## config.mk

```make
export PLATFORM = sky130hd
export DESIGN_NAME = hamming_encoder_tx_flat
export DESIGN_NICKNAME = d
export VERILOG_FILES = /design/src/rtl/hamming_encoder_tx_pkg.sv /design/src/rtl/hamming_encoder_tx_if.sv /design/src/rtl/hamming_encoder_tx_block_enc.sv /design/src/rtl/hamming_encoder_tx.sv /design/src/flat_wrapper.sv
export SDC_FILE = /design/constraint.sdc
export NUM_CORES = 1
export LEC_CHECK = 0
export CORE_ASPECT_RATIO = 1.1
export CORE_MARGIN = 3
export CORE_UTILIZATION = 47
export CTS_CLUSTER_SIZE = 10
export DETAILED_ROUTE_END_ITERATION = 7
export HOLD_SLACK_MARGIN = 0.02
export PLACE_DENSITY_LB_ADDON = 0.05
export SYNTH_ARGS = -nofsm -noshare
export SYNTH_HDL_FRONTEND = slang
export SYNTH_SLANG_ARGS = --single-unit
```

## constraint.sdc

```tcl
create_clock -name clk -period 1.9 [get_ports clk]
set_input_delay 0.285 -clock clk [delete_from_list [all_inputs] [get_ports clk]]
set_output_delay 0.285 -clock clk [all_outputs]
set_load 0.05 [all_outputs]
```

## src/rtl/hamming_encoder_tx_pkg.sv

```systemverilog
// rtl/hamming_encoder_tx_pkg.sv - shared types, constants and nibble parity function
package hamming_encoder_tx_pkg;

  typedef enum logic [1:0] {
    IDLE   = 2'd0,
    ENCODE = 2'd1,
    OUT    = 2'd2
  } state_e;

  localparam int BLOCK_W       = 4;
  localparam int PAR_PER_BLOCK = 3;

  // Hamming(7,4) parity for one nibble; the syndrome side reuses this exact ordering
  function automatic logic [PAR_PER_BLOCK-1:0] nibble_parity(input logic [BLOCK_W-1:0] d);
    logic [PAR_PER_BLOCK-1:0] p;
    p[2] = d[0] ^ d[2] ^ d[3];
    p[1] = d[0] ^ d[1] ^ d[3];
    p[0] = d[0] ^ d[1] ^ d[2];
    return p;
  endfunction

endpackage

```

## src/rtl/hamming_encoder_tx_if.sv

```systemverilog
// rtl/hamming_encoder_tx_if.sv - input word and output codeword handshake bundle
interface hamming_encoder_tx_if #(
  parameter int WIDTH = 16
);
  localparam int PARITY_BITS = (WIDTH / 4) * 3;

  logic                   in_valid;
  logic                   in_ready;
  logic [WIDTH-1:0]       in_data;
  logic                   out_valid;
  logic                   out_ready;
  logic [WIDTH-1:0]       out_data;
  logic [PARITY_BITS-1:0] out_parity;

  // producer of words and consumer of codewords
  modport master (
    output in_valid, in_data, out_ready,
    input  in_ready, out_valid, out_data, out_parity
  );

  // the encoder itself
  modport slave (
    input  in_valid, in_data, out_ready,
    output in_ready, out_valid, out_data, out_parity
  );
endinterface

```

## src/rtl/hamming_encoder_tx_block_enc.sv

```systemverilog
// rtl/hamming_encoder_tx_block_enc.sv - combinational 4-bit to 3-bit parity encoder
module hamming_block_enc
  import hamming_encoder_tx_pkg::*;
(
  input  logic [BLOCK_W-1:0]       d,
  output logic [PAR_PER_BLOCK-1:0] p
);

  assign p = nibble_parity(d);

endmodule

```

## src/rtl/hamming_encoder_tx.sv

```systemverilog
// rtl/hamming_encoder_tx.sv - sequential per-nibble Hamming(7,4) parity generator
module hamming_encoder_tx
  import hamming_encoder_tx_pkg::*;
#(
  parameter int WIDTH = 16
) (
  input  logic                    clk,
  input  logic                    rst_n,
  hamming_encoder_tx_if.slave     bus,
  output logic                    busy,
  output logic [15:0]             words_sent
);

  localparam int BLOCKS      = WIDTH / BLOCK_W;
  localparam int PARITY_BITS = BLOCKS * PAR_PER_BLOCK;
  localparam int IDX_W       = (BLOCKS > 1) ? $clog2(BLOCKS) : 1;
  localparam logic [IDX_W-1:0] LAST_IDX = IDX_W'(BLOCKS - 1);

  state_e                 state_q, state_d;
  logic [IDX_W-1:0]       idx_q, idx_d;
  logic [WIDTH-1:0]       data_q, data_d;
  logic [PARITY_BITS-1:0] parity_q, parity_d;
  logic                   out_valid_q, out_valid_d;
  logic                   busy_q, busy_d;
  logic [15:0]            words_sent_q, words_sent_d;

  logic [BLOCK_W-1:0]       nib;
  logic [PAR_PER_BLOCK-1:0] nib_par;

  // one shared encoder, fed the nibble selected by the block index
  assign nib = data_q[idx_q*BLOCK_W +: BLOCK_W];

  hamming_block_enc u_enc (
    .d (nib),
    .p (nib_par)
  );

  assign bus.in_ready   = (state_q == IDLE);
  assign bus.out_valid  = out_valid_q;
  assign bus.out_data   = data_q;
  assign bus.out_parity = parity_q;
  assign busy           = busy_q;
  assign words_sent     = words_sent_q;

  // next-state: accept in IDLE, one nibble per cycle in ENCODE, hold until taken in OUT
  always_comb begin
    state_d      = state_q;
    idx_d        = idx_q;
    data_d       = data_q;
    parity_d     = parity_q;
    out_valid_d  = out_valid_q;
    busy_d       = busy_q;
    words_sent_d = words_sent_q;
    case (state_q)
      IDLE: begin
        if (bus.in_valid) begin
          data_d   = bus.in_data;
          parity_d = '0;
          idx_d    = '0;
          busy_d   = 1'b1;
          state_d  = ENCODE;
        end
      end
      ENCODE: begin
        parity_d[idx_q*PAR_PER_BLOCK +: PAR_PER_BLOCK] = nib_par;
        idx_d = idx_q + 1'b1;
        if (idx_q == LAST_IDX) begin
          idx_d       = '0;
          out_valid_d = 1'b1;
          state_d     = OUT;
        end
      end
      OUT: begin
        if (bus.out_ready) begin
          words_sent_d = words_sent_q + 16'd1;
          out_valid_d  = 1'b0;
          busy_d       = 1'b0;
          state_d      = IDLE;
        end
      end
      default: begin
        state_d     = IDLE;
        out_valid_d = 1'b0;
        busy_d      = 1'b0;
      end
    endcase
  end

  // state register; async reset abandons any word in flight
  always_ff @(posedge clk or negedge rst_n) begin
    if (!rst_n) begin
      state_q      <= IDLE;
      idx_q        <= '0;
      data_q       <= '0;
      parity_q     <= '0;
      out_valid_q  <= 1'b0;
      busy_q       <= 1'b0;
      words_sent_q <= '0;
    end else begin
      state_q      <= state_d;
      idx_q        <= idx_d;
      data_q       <= data_d;
      parity_q     <= parity_d;
      out_valid_q  <= out_valid_d;
      busy_q       <= busy_d;
      words_sent_q <= words_sent_d;
    end
  end

endmodule

```

## src/flat_wrapper.sv

```systemverilog
// flat-port wrapper written by rule: the top's interface ports become plain ports
module hamming_encoder_tx_flat import hamming_encoder_tx_pkg::*;
#(
  parameter int WIDTH = 16
)
  (clk, rst_n, busy, words_sent, bus_in_valid, bus_in_data, bus_out_ready, bus_in_ready, bus_out_valid, bus_out_data, bus_out_parity);
  hamming_encoder_tx_if #(.WIDTH(WIDTH)) bus_i ();
  input  logic clk;
  input  logic rst_n;
  output logic busy;
  output logic [15:0] words_sent;
  input wire logic [$bits(bus_i.in_valid)-1:0] bus_in_valid;
  input wire logic [$bits(bus_i.in_data)-1:0] bus_in_data;
  input wire logic [$bits(bus_i.out_ready)-1:0] bus_out_ready;
  output wire logic [$bits(bus_i.in_ready)-1:0] bus_in_ready;
  output wire logic [$bits(bus_i.out_valid)-1:0] bus_out_valid;
  output wire logic [$bits(bus_i.out_data)-1:0] bus_out_data;
  output wire logic [$bits(bus_i.out_parity)-1:0] bus_out_parity;
  assign bus_i.in_valid = bus_in_valid;
  assign bus_i.in_data = bus_in_data;
  assign bus_i.out_ready = bus_out_ready;
  assign bus_in_ready = bus_i.in_ready;
  assign bus_out_valid = bus_i.out_valid;
  assign bus_out_data = bus_i.out_data;
  assign bus_out_parity = bus_i.out_parity;
  hamming_encoder_tx #(.WIDTH(WIDTH)) u_core (.clk(clk), .rst_n(rst_n), .bus(bus_i), .busy(busy), .words_sent(words_sent));
endmodule
```

; ---- Word-level counts from Yosys, hierarchy flattened
; Index checks and enable logic that the tools add are counted.
[totals]
inputBits = 20
regBits = 50
wordCells = 50
out_inout_bits = 47
[op_classes]
reduce_logical = 8
eq_ne = 6
mul = 1
n_addsub = 3
shifts = 3
muxes = 15
bitwise = 7
[ops]
columns = op, count
row1 = $neg A4 Y34, 1
row2 = $shift A3 B34 Y12 const A, 1
row3 = $shiftx A3 B34 Y12, 1
row4 = $pmux W12 S2, 1
row5 = $add A16 B1 Y16 const B, 1
row6 = $shiftx A16 B5 Y4, 1
row7 = $bwmux W12, 1
row8 = $mux W12, 1
row9 = $mux W2, 5
row10 = $reduce_and A3 Y1, 3
row11 = $pmux W1 S3, 2
row12 = $pmux W2 S3, 1
row13 = $reduce_and A2 Y1, 3
row14 = $xor A1 B1 Y1, 5
row15 = $eq A2 B2 Y1 const B, 2
row16 = $mul A2 B2 Y4 const B, 1
row17 = $ne A2 B2 Y1 const B, 2
row18 = $pmux W2 S2, 1
row19 = $mux W1, 3
row20 = $add A2 B1 Y2 const B, 1
row21 = $eq A2 B1 Y1 const B, 1
row22 = $logic_not A2 Y1, 1
row23 = $ne A2 B1 Y1 const B, 1
row24 = $not A1 Y1, 2
row25 = $reduce_bool A2 Y1, 1

; ---- Logic depth before layout (Yosys ltp)
[depth]
depth_word = 6
ltp_mapped = 6
mapped_depth_nobuf = 5

; ---- Modules after synthesis
; Synthesis repeated with hierarchy kept, for this count alone.
[unflattened]
cells_unflattened = 173
hier_area_um2 = 2308.5
[by_module_without_submodules]
columns = mod, area_each_um2, cells_each, seq_area_each_um2, instances
row1 = hamming_encoder_tx, 2237.1, 170, 1251.2, 1
row2 = hamming_block_enc, 71.3, 3, 0.0, 1

; ---- Worst setup path before layout
; No wires, ideal clock.
[synth_path]
path_type = reg2reg
from = register u_core.state_q[0]
to = register u_core.data_q[10], in the netlist u_core.bus.out_data[10]
t_required_ps = 1775
slack_ps = -262
setup_time_ps = 125
synth_period_minus_slack_ps = 2162
arrival_time_ps = 2037
path_stages_with_launch = 6
path_buffers = 2
path_cell_list = dfrtp_1 -> nor2_1 -> and2_1 -> buf_2 -> buf_2 -> mux2_2
[synth_between]
elab_chain_len = 2
[synth_lines]
columns = element, line_no
row1 = from (decl), hamming_encoder_tx.sv:19  ; state_e state_q, state_d;
row2 = from (signal assigned), hamming_encoder_tx.sv:100  ; state_q <= state_d;
row3 = $logic_not A2 Y1, n/a
row4 = net bus_in_ready, flat_wrapper.sv:15  ; output wire logic [$bits(bus_i.in_ready)-1:0] bus_in_ready;
row5 = $reduce_and A2 Y1 (no source line), n/a
row6 = to (signal assigned), hamming_encoder_tx.sv:102  ; data_q <= data_d;
row7 = to (decl), hamming_encoder_tx.sv:21  ; logic [WIDTH-1:0] data_q, data_d;
; The timed path passes the listed nets, and every way through them passes these cells.
; A chain may end at the register's enable or synchronous reset.

; ---- Worst setup path in the final report
[layout_path]
from = register u_core.words_sent_q[12], in the netlist u_core.words_sent[12]
to = output port words_sent[12]
[layout_rtl]
columns = element, line_no
row1 = from (decl), hamming_encoder_tx.sv:25  ; logic [15:0] words_sent_q, words_sent_d;
row2 = from (signal assigned), hamming_encoder_tx.sv:106  ; words_sent_q <= words_sent_d;
row3 = to (decl), flat_wrapper.sv:11  ; output logic [15:0] words_sent;
; No word-level cell between the ends.

==> metrics.txt <==
leading area contributor after synthesis=dfrtp_1; Design Area, Final=0.00322 mm²; post-route setup TNS=0 ps; number of vias per cell=5.14; WL/cell=around 15 µm; Setup CP Type=reg -> out; Clock Skew=between 10 and 15 ps; Remaining Overflow, GRT=0; RSZ-0062 raised after global routing=true; Max Fclk=543 MHz; slew margin rel.=about two thirds; Initial Util=between 40% and 50%; core outline area=0.00468 mm²; Total GRT Usage=18.6%; die area=around 0.0058 mm²; worst vdd ir=1.46 mV; antenna-violating nets left=0; H-tree levels=2; leading post-synthesis cells by cell area=dfrtp_1, mux2_2, xnor2_1; worst slack at placement=27.7 ps; Post-DP Area=0.00309 mm²; Vias=1,671; CP max stage delay=830 ps; Final Cycle Share=96.9%; Synth cell types=30; ant diodes=0; clock period minus worst slack=1840 ps; CP top delay family=buffers and inverters; number of fill cells=394; status=completed; Die Y=79.2 µm; Max Fanout on Critical Path=4; Final Util=68.6%; Die Span X=roughly 73 µm; HP Class=in -> async; cells along the critical path=clkdlybuf4s50_1; PwrDens=1860 mW/mm²; max_cap viols=0; residual DRC count=0; first-pass GRT wire length=around 8.2 mm; final WL=4.76 mm; Netlist Area Pre-Place=0.00229 mm²; Clock Path Buffers=2; Area growth, synth to finish=40.3%; Startpoint Class=flip-flop; Placed Instances=316; Syn Nets=216; HPWL after detailed placement=3.46 mm; initial drt markers=73; fin nets=293; clock sink count=50; total iterations of the first detailed-routing run=4; post-synthesis sequential area ratio=between 50% and 60%; CP Buf/Inv Count=1; RePlAce Congestion=0.792; fin worst setup slack=59.1 ps; vias in the first global route=1,755; PortBufs=66; I/O pin cnt=67; pin count of the biggest net entering global routing=32; Total Power=5.98 mW; Setup crit end kind=primary output; Synth Instances=191; Syn. warnings=0; initial antenna violation count=0; CP Data Required Time=1620 ps; fin. max-slew vios=0; most common cell after layout, fill and taps aside=clkdlybuf4s50_1; clock insertion delay at the later pin of the skew report=310 ps; final setup vio count=0; post-route insts no fill=325; crit path DAT=1560 ps; syn avg cell area=12.0 µm²; CTS tree=done; tightest hold margin=469 ps; worst slew pin tran=approximately 510 ps; layout cells sized above 1=16.4%; share of the synthesized area in the top cell type=roughly 55%; Clock transition at path regs=100 ps; CTS Buf Count=5; P_leak=1.40 nW; clock root buffer=clkbuf_8; row count=26; Yosys reg bits=50; leading cell types in the layout, fill and taps excluded=clkdlybuf4s50_1, dfrtp_1, inv_1; Crit-path slowest cell=clkdlybuf4s50_1; Final Hold Vio Count=0
## report_power, final
part	total, mW	internal [mW]	leakage (nW)	switching, mW
clock	0.749	0.393	0.0514	0.356
sequential	1.70	1.39	0.644	0.304
combinational	3.53	1.44	0.708	2.10
## flip-flops by register name, indices dropped and copies added (netlist names)
name,flops
u_core.state_q,2
u_core.bus.out_data,16
u_core.busy,1
u_core.bus.out_valid,1
u_core.idx_q,2
u_core.words_sent,16
u_core.bus.out_parity,12
## synthesized netlist by cell type
| cell | count |
|---|---|
| nand3_1 | 5 |
| xnor2_2 | 3 |
| mux4_1 | 1 |
| inv_1 | 18 |
| xnor2_1 | 11 |
| o21ai_0 | 4 |
| xor2_1 | 5 |
| nor2_1 | 5 |
| buf_6 | 1 |
| nor4_2 | 1 |
| nand4b_1 | 3 |
| nor3_1 | 2 |
| nand4_1 | 3 |
| dfrtp_1 | 50 |
| o22ai_1 | 13 |
| ha_1 | 5 |
| nand2_1 | 16 |
| a21oi_1 | 6 |
| a22o_1 | 1 |
| nand3b_1 | 2 |
| and3_1 | 3 |
| a22oi_1 | 1 |
| mux4_2 | 3 |
| xor2_2 | 1 |
| clkbuf_1 | 2 |
| nor2b_1 | 2 |
| buf_2 | 2 |
| and2_1 | 3 |
| mux2_2 | 16 |
| nand2b_1 | 3 |
## path summary, 6_finish.rpt
| kind | end | startpoint | slack [ps] | cells past startpoint |
|---|---|---|---|---|
| max | words_sent[12] | u_core.words_sent[12] | 60 | 1 |
| min | u_core.bus.out_parity[3] | rst_n | 470 | 2 |
| max reg2reg | u_core.bus.out_parity[1] | u_core.idx_q[0] | 100 | 4 |
| min reg2reg | u_core.words_sent[15] | u_core.words_sent[15] | 490 | 1 |
| max in group asynchronous | u_core.bus.out_data[15] | rst_n | 900 | 3 |
| min in group clk | u_core.words_sent[15] | u_core.words_sent[15] | 490 | 1 |
## timing repair
action	CTS	global route
buffers inserted	0	0
gates resized for setup	1	2
endpoints found under the hold margin	19	0
endpoints found under the setup margin	1	3
hold buffers	1	0
pin swaps	0	0
## routing by layer
metal	wire length (µm)	track usage [%]	vias up
met3	337	5.82	6
met2	2170	27.9	54
met5	0	0	-
li1	-	-	808
met1	2170	25.2	803
met4	81	7.20	0
## cell type report
type                       count  area, µm²  area share, %
clock buffer                   6       72.6           2.26
clock inverter                 2       37.5           1.17
inverter                      18       67.6           2.10
multi-input combinational    118        952           29.6
sequential                    50       1250           38.9
tap                           56       70.1           2.18
timing repair buffer          75        763           23.7
## cell families (layout without fill, tap and decap cells)
kind of cell             Yosys count  in the layout  share of synthesized area, %
buffers and inverters             23            101                          4.20
adder cells (fa/ha/maj)            5              5                          2.73
multiplexers                      20             20                          12.0
XOR/XNOR                          20             20                          8.95
AO/OA/AOI/OAI                     25             25                          6.44
AND/OR/NAND/NOR                   48             48                          11.1
flip-flops                        50             50                          54.6
Power figures use the tool's default switching activity.
